==> src/rtl/slice_compare_seq.sv <==
// Sequential unsigned magnitude comparator that walks a 2-bit slice per cycle, MSB slice first.
// Latency: WIDTH/2+1 edges from the accepting edge to done (k+1 with SLICE_CMP_EARLY_EXIT_EN).
// Backpressure: start is only accepted while idle; start during RUN/DONE is ignored.
module slice_compare_seq #(
  parameter int WIDTH = 32
) (
  input  logic             clk,
  input  logic             rst_n,
  input  logic             start,
  input  logic [WIDTH-1:0] a,
  input  logic [WIDTH-1:0] b,
  output logic             busy,
  output logic             done,
  output logic             gt,
  output logic             eq,
  output logic             lt
);

  localparam int NSL = WIDTH / 2;
  localparam int IW  = (NSL > 1) ? $clog2(NSL) : 1;

  typedef enum logic [1:0] {
    IDLE = 2'd0,
    RUN  = 2'd1,
    DONE = 2'd2
  } state_t;

  state_t state, state_nxt;

  logic [WIDTH-1:0] a_q, b_q;
  logic [IW-1:0]    idx;
  logic             scanned;   // slice 0 has already been folded into the sticky result
  logic             s_gt;
  logic             s_lt;
  logic [1:0]       sa, sb;
  logic             slice_gt, slice_lt;
  logic             decided;
  logic             accept;
  logic             finish;

  // The single 2-bit slice comparator, looking at the slice currently indexed
  always_comb begin
    sa       = a_q[{idx, 1'b0} +: 2];
    sb       = b_q[{idx, 1'b0} +: 2];
    slice_gt = (sa > sb);
    slice_lt = (sa < sb);
  end

  assign decided = s_gt | s_lt;
  assign accept  = (state == IDLE) && start;

`ifdef SLICE_CMP_EARLY_EXIT_EN
  // Leave RUN as soon as a differing slice has fixed the result
  assign finish = scanned | decided;
`else
  // Always examine every slice so latency is data independent
  assign finish = scanned;
`endif

  // State register
  always_ff @(posedge clk or negedge rst_n) begin
    if (!rst_n) begin
      state <= IDLE;
    end else begin
      state <= state_nxt;
    end
  end

  // Next-state logic
  always_comb begin
    state_nxt = state;
    case (state)
      IDLE:    if (start)  state_nxt = RUN;
      RUN:     if (finish) state_nxt = DONE;
      DONE:    state_nxt = IDLE;
      default: state_nxt = IDLE;
    endcase
  end

  // Operand capture, slice walk, sticky result and visible result registers
  always_ff @(posedge clk or negedge rst_n) begin
    if (!rst_n) begin
      a_q     <= '0;
      b_q     <= '0;
      idx     <= '0;
      scanned <= 1'b0;
      s_gt    <= 1'b0;
      s_lt    <= 1'b0;
      gt      <= 1'b0;
      eq      <= 1'b0;
      lt      <= 1'b0;
    end else if (accept) begin
      a_q     <= a;
      b_q     <= b;
      idx     <= IW'(NSL - 1);
      scanned <= 1'b0;
      s_gt    <= 1'b0;
      s_lt    <= 1'b0;
      gt      <= 1'b0;
      eq      <= 1'b0;
      lt      <= 1'b0;
    end else if (state == RUN) begin
      if (finish) begin
        gt <= s_gt;
        lt <= s_lt;
        eq <= ~(s_gt | s_lt);
      end else begin
        // Only the first differing slice may set the sticky result
        if (!decided) begin
          s_gt <= slice_gt;
          s_lt <= slice_lt;
        end
        if (idx == '0) begin
          scanned <= 1'b1;
        end else begin
          idx <= idx - 1'b1;
        end
      end
    end
  end

  assign busy = (state != IDLE);
  assign done = (state == DONE);

endmodule
==> config.mk <==
export PLATFORM = sky130hd
export DESIGN_NAME = slice_compare_seq
export DESIGN_NICKNAME = d
export VERILOG_FILES = /design/src/rtl/slice_compare_seq.sv
export SDC_FILE = /design/constraint.sdc
export NUM_CORES = 1
export LEC_CHECK = 0
export CORE_ASPECT_RATIO = 0.7
export CORE_UTILIZATION = 45
export CTS_BUF_LIST = sky130_fd_sc_hd__clkbuf_16
export CTS_CLUSTER_DIAMETER = 100
export CTS_CLUSTER_SIZE = 16
export DETAILED_ROUTE_END_ITERATION = 16
export PLACE_DENSITY = 0.77
export SYNTH_ARGS = -nofsm -noshare
export SYNTH_HDL_FRONTEND = slang
export SYNTH_SLANG_ARGS = --single-unit
==> constraint.sdc <==
create_clock -name clk -period 3.7 [get_ports clk]
set_clock_uncertainty 0.1 [all_clocks]
set_input_delay 0.555 -clock clk [delete_from_list [all_inputs] [get_ports clk]]
set_output_delay 0.555 -clock clk [all_outputs]
set_load 0.1 [all_outputs]
==> out/qor.yml, run 1 <==
status: "complete, no violations"
die_w_um: 109
fill_cells: 664
cp_num_buf_inv: 0
via_per_inst: 5.09
postCtsSetupBuffers: 0
ctsHoldBuffers: 0
synth_area_leaders: "dfrtp_1, nand2_1, mux2i_1, mux4_1, mux4_2"
r2r_cells: 8
peakVddDrop_mv: 0.663
rsz0062_at_grt: "false"
worstPathRequired_ns: 3.76
layout_common_cells: "nand2_1, dfrtp_1, clkdlybuf4s50_1"
drt_wl_total_um: 8220
ys.warnings.count: 0
syn_inst: 388
critPathLaunchType: "flop"
hpwl_um: 5520
final_common_cell: "nand2_1"
cts.sinks: 76
synth_cell_types: 40
setup_viol_count_final: 0
maxCapViolations: 0
crit_type: "reg -> reg"
cp-end-kind: "flop"
portBuffers: 71
drt_iter0_markers: 191
die_h_um: 76.7
ctsRootBufferMaster: "clkbuf_16"
n_antenna_cell: 0
antenna_found_initial: 0
grt_pass1_vias: 2863
p_per_area_nw_per_um2: 868
drt-pass1-iter-count: 4
yosysTopAreaCell: "dfrtp_1"
drc: 0
synth_top_cell_area_share_pct: 53.0
fmax_ghz: 0.357
synth-edff-count: 0
fin_crit_sh_pct: 75.8
relSlewSlack_pct: 17.9
initial_utilization_pct: 47.7
netlist_area_um2: 3590
min_period_ns: 2.80
power.leakage_nw: 2.35
overflow: 0
grt_pass1_wl_um: 13800
cts_buffers: 9
nets: 521
crit_fanout: 12
crit_chain: "nor2b_1, a221oi_1, a22oi_1, o21ai_1, ha_1, a21o_1, a31oi_1, nor2_1"
gp_congestion: 0.800
crit_cells: 8
synth_flop_cell: "dfrtp_1"
hold_viol_final: 0
ioPinCount: 72
core_um2: 7510
syn_nets: 459
cpMaxStageDelayCell: "dfrtp_1"
slew_violations: 0
grt_usage_pct: 21.9
synthArstFlopShare_pct: 100
ctsResizeCount: 0
dieArea_um2: 8340
wl_per_cell_um: 14.9
max_stage_delay_ns: 0.67
cpLargestDelayFamily: "compound AO/OA/AOI/OAI gates"
antenna_left: 0
arrival_ns: 2.86
setup_tns_ns: 0
num_vias: 2817
clk_path_buf_depth: 2
area_delta_synth_final_pct: 29.0
cts_tree: "yes"
rows: 26
worstSkewPairLatency_ns: 0.33
grt_start_max_net_pins: 77
syn_area_per_cell_um2: 9.24
h-tree-depth: 3
seq_area_frac_synth_pct: 53.0
synth-seq-cells: 76
finalPower_mw: 4.02
hold_path.class: "in -> async"
drive_above_1_share_pct: 6.37
max_slew.worst_pin.slew_ns: 1.23
clk_pin_slew_ns: 0.06
-- synth_stat cells, types with 2 or more instances --
cell	n
mux4_2	3
buf_2	7
nor2b_1	3
mux4_1	5
dfrtp_1	76
a221oi_2	2
nor3_1	3
nand2_1	201
a221oi_1	4
nor2_1	6
a22oi_1	4
clkbuf_1	10
inv_1	7
o211a_1	2
ha_1	4
mux2i_1	16
a21oi_1	7
o21ai_1	3
nand3_1	4
-- worst register-to-register path, stage by stage, from the launching register on --
cell and delay (ns):
dfrtp_1 0.67, nor2b_1 0.60, a221oi_1 0.24, a22oi_1 0.20, o21ai_1 0.09, ha_1 0.32
a21o_1 0.17, a31oi_1 0.17, nor2_1 0.07
-- where the power goes --
group | total (mW) | leakage (nW) | internal, mW | switching, mW
clock | 0.923 | 0.155 | 0.587 | 0.335
combinational | 1.62 | 1.26 | 0.666 | 0.950
sequential | 1.48 | 0.935 | 1.22 | 0.255
total | 4.02 | 2.35 | 2.47 | 1.54
-- cell type report --
| type | instances | area [um2] | share of cell area, % |
|---|---|---|---|
| sequential | 76 | 1900 | 41.1 |
| timing repair buffer | 73 | 723 | 15.6 |
| tap | 98 | 123 | 2.65 |
| clock buffer | 9 | 225 | 4.87 |
| inverter | 7 | 26.3 | 0.568 |
| clock inverter | 7 | 91.3 | 1.98 |
| multi-input combinational | 283 | 1530 | 33.2 |
-- layer usage --
layer | vias to the layer above | GRT usage (%) | wire (um)
met4 | 0 | 6.89 | 111
met2 | 90 | 32.5 | 3710
met3 | 13 | 6.97 | 497
met1 | 1335 | 30.5 | 3900
li1 | 1379 | - | -
met5 | - | 0 | 0
-- kinds of logic after synthesis --
kind of cell               after synthesis  share of synthesized area, %
DFF                                     76                          53.0
adders and majority gates                4                          1.40
xor gates and xnor gates                 1                         0.244
buffers and inverters                   29                          4.29
AOI/OAI and AO/OA                       28                          6.00
and+or+nand+nor                        226                          25.0
muxes                                   24                          10.0
-- final timing paths --
check,from,slack (ns),endpoint
worst max-delay path,idx[1],0.90,s_gt
worst min-delay path,rst_n,0.27,a_q[10]
worst max register to register,idx[1],0.90,s_gt
worst min register to register,b_q[25],0.37,b_q[25]
max in group asynchronous,rst_n,2.64,state[0]
min in group clk,b_q[25],0.37,b_q[25]
-- metrics by stage --
stage                     cells  hold slack, ns  setup slack (ns)  util, %  area [um2]
after floorplan             388           0.159              1.32        -        3590
after CTS                   553           0.309             0.944     61.5        4620
after global routing        553           0.354             0.715     61.5        4620
after global placement      537           0.350              1.11     57.3        4310
after detailed placement    537           0.362             0.966     57.3        4310
final                       553           0.273             0.897     61.5        4620
-- flip-flops by register name, indices dropped and copies added (netlist names) --
| name | cells |
|---|---|
| a_q | 32 |
| b_q | 32 |
| eq | 1 |
| finish | 1 |
| gt | 1 |
| idx | 4 |
| lt | 1 |
| s_gt | 1 |
| s_lt | 1 |
| state | 2 |
Power figures use the tool's default switching activity.
==> run 2: changes to the inputs <==
==> constraint.sdc (replaced) <==
create_clock -name clk -period 2.9 [get_ports clk]
set_clock_uncertainty 0.1 [all_clocks]
set_input_delay 0.435 -clock clk [delete_from_list [all_inputs] [get_ports clk]]
set_output_delay 0.435 -clock clk [all_outputs]
set_load 0.1 [all_outputs]
==> out/qor.yml, run 2 (synthesis results as in run 1) <==
grt_start_max_net_pins: 77
die_w_um: 109
die_h_um: 76.7
relSlewSlack_pct: 37.5
ctsResizeCount: 0
rsz0062_at_grt: "false"
cts.sinks: 76
place_area_um2: 4350
setup_tns_ns: 0
layout_common_cells: "nand2_1, dfrtp_1, clkdlybuf4s50_1"
slew_violations: 0
crit_type: "reg -> reg"
rows: 26
stdcell_count: 557
area_delta_synth_final_pct: 29.5
hpwl_um: 5660
via_per_inst: 5.11
drive_above_1_share_pct: 8.06
portBuffers: 71
critPathLaunchType: "flop"
crit_fanout: 10
antenna_left: 0
cts_buffers: 9
drc: 0
final_common_cell: "nand2_1"
clk_pin_slew_ns: 0.06
dieArea_um2: 8340
arrival_ns: 2.75
finalPower_mw: 5.15
fmax_ghz: 0.379
drt-pass1-iter-count: 6
dp.cells: 541
h-tree-depth: 3
setup_viol_count_final: 0
worstSkewPairLatency_ns: 0.33
drt_wl_total_um: 8380
reg_top3: "a_q x32, b_q x32, idx x4"
ctsHoldBuffers: 0
clk_path_buf_depth: 2
peakVddDrop_mv: 0.455
min_period_ns: 2.64
fin_ws_ns: 0.260
register_area_um2: 1900
status: "complete, no violations"
ioPinCount: 72
nets: 525
power.leakage_nw: 2.37
cts_tree: "yes"
worstPathRequired_ns: 3.01
overflow: 0
post-place-ws_ns: 0.352
drt_iter0_markers: 207
fill_cells: 631
fin_crit_sh_pct: 91.0
finalInstanceArea_um2: 4640
cp-end-kind: "flop"
hold_viol_final: 0
initial_utilization_pct: 47.7
wl_per_cell_um: 15.0
n_antenna_cell: 0
grt_pass1_vias: 2924
max_slew.worst_pin.slew_ns: 0.937
hold_path.class: "in -> async"
core_um2: 7510
multiInputGateArea_um2: 1530
postCtsSetupBuffers: 0
p_per_area_nw_per_um2: 1110
maxCapViolations: 0
gp_congestion: 0.829
ctsRootBufferMaster: "clkbuf_16"
antenna_found_initial: 0
grt_usage_pct: 22.8
grt_pass1_wl_um: 14400
num_vias: 2847
-- run 2: changes by cell type in the layout (fill, tap and decap cells not counted), sizes merged --
cell           delta
buf               +9
bufinv            -1
clkinvlp          +1
clkdlybuf4s50     -5
-- run 2: metal layers --
layer	track usage, %	wire length, um	vias to the layer above
li1	-	-	1389
met1	32.2	4070	1344
met5	0	0	-
met3	7.23	586	14
met2	33.4	3560	100
met4	7.03	160	0
-- run 2: worst paths after layout --
| path | startpoint | cells past startpoint | end | slack, ns |
|---|---|---|---|---|
| max | idx[2] | 8 | s_gt | 0.26 |
| min | rst_n | 1 | a_q[10] | 0.13 |
| max reg2reg | idx[2] | 8 | s_gt | 0.26 |
| min reg2reg | a_q[6] | 2 | a_q[6] | 0.37 |
| max in group asynchronous | rst_n | 1 | b_q[5] | 1.94 |
| min in group clk | a_q[6] | 2 | a_q[6] | 0.37 |
-- run 2: per-stage QoR --
step	hold WS [ns]	util, %
final	0.133	61.8
after global routing	0.236	61.8
after CTS	0.185	61.8
after detailed placement	0.362	57.9
after global placement	0.357	57.9
after floorplan	0.0394	-
-- run 2: worst max-delay path: stages, from the launching register on --
cell	delay, ns
dfrtp_1	0.49
nor2b_1	0.55
a221oi_1	0.24
a22oi_1	0.21
o21ai_1	0.10
ha_1	0.33
a21o_1	0.19
a31oi_1	0.24
nor2_1	0.06
-- run 2: layout make-up --
class	instances	area share, %
well taps	98	2.64
multi-input cells	283	33.0
clock buffers	9	4.85
repair buffers	77	16.5
clock inverters	7	1.46
flip-flops and latches	76	41.0
inverters	7	0.566
-- run 2: power breakdown --
part | switching [mW] | internal, mW
Sequential | 0.322 | 1.56
Combinational | 1.28 | 0.891
Clock | 0.431 | 0.661
Total | 2.03 | 3.11
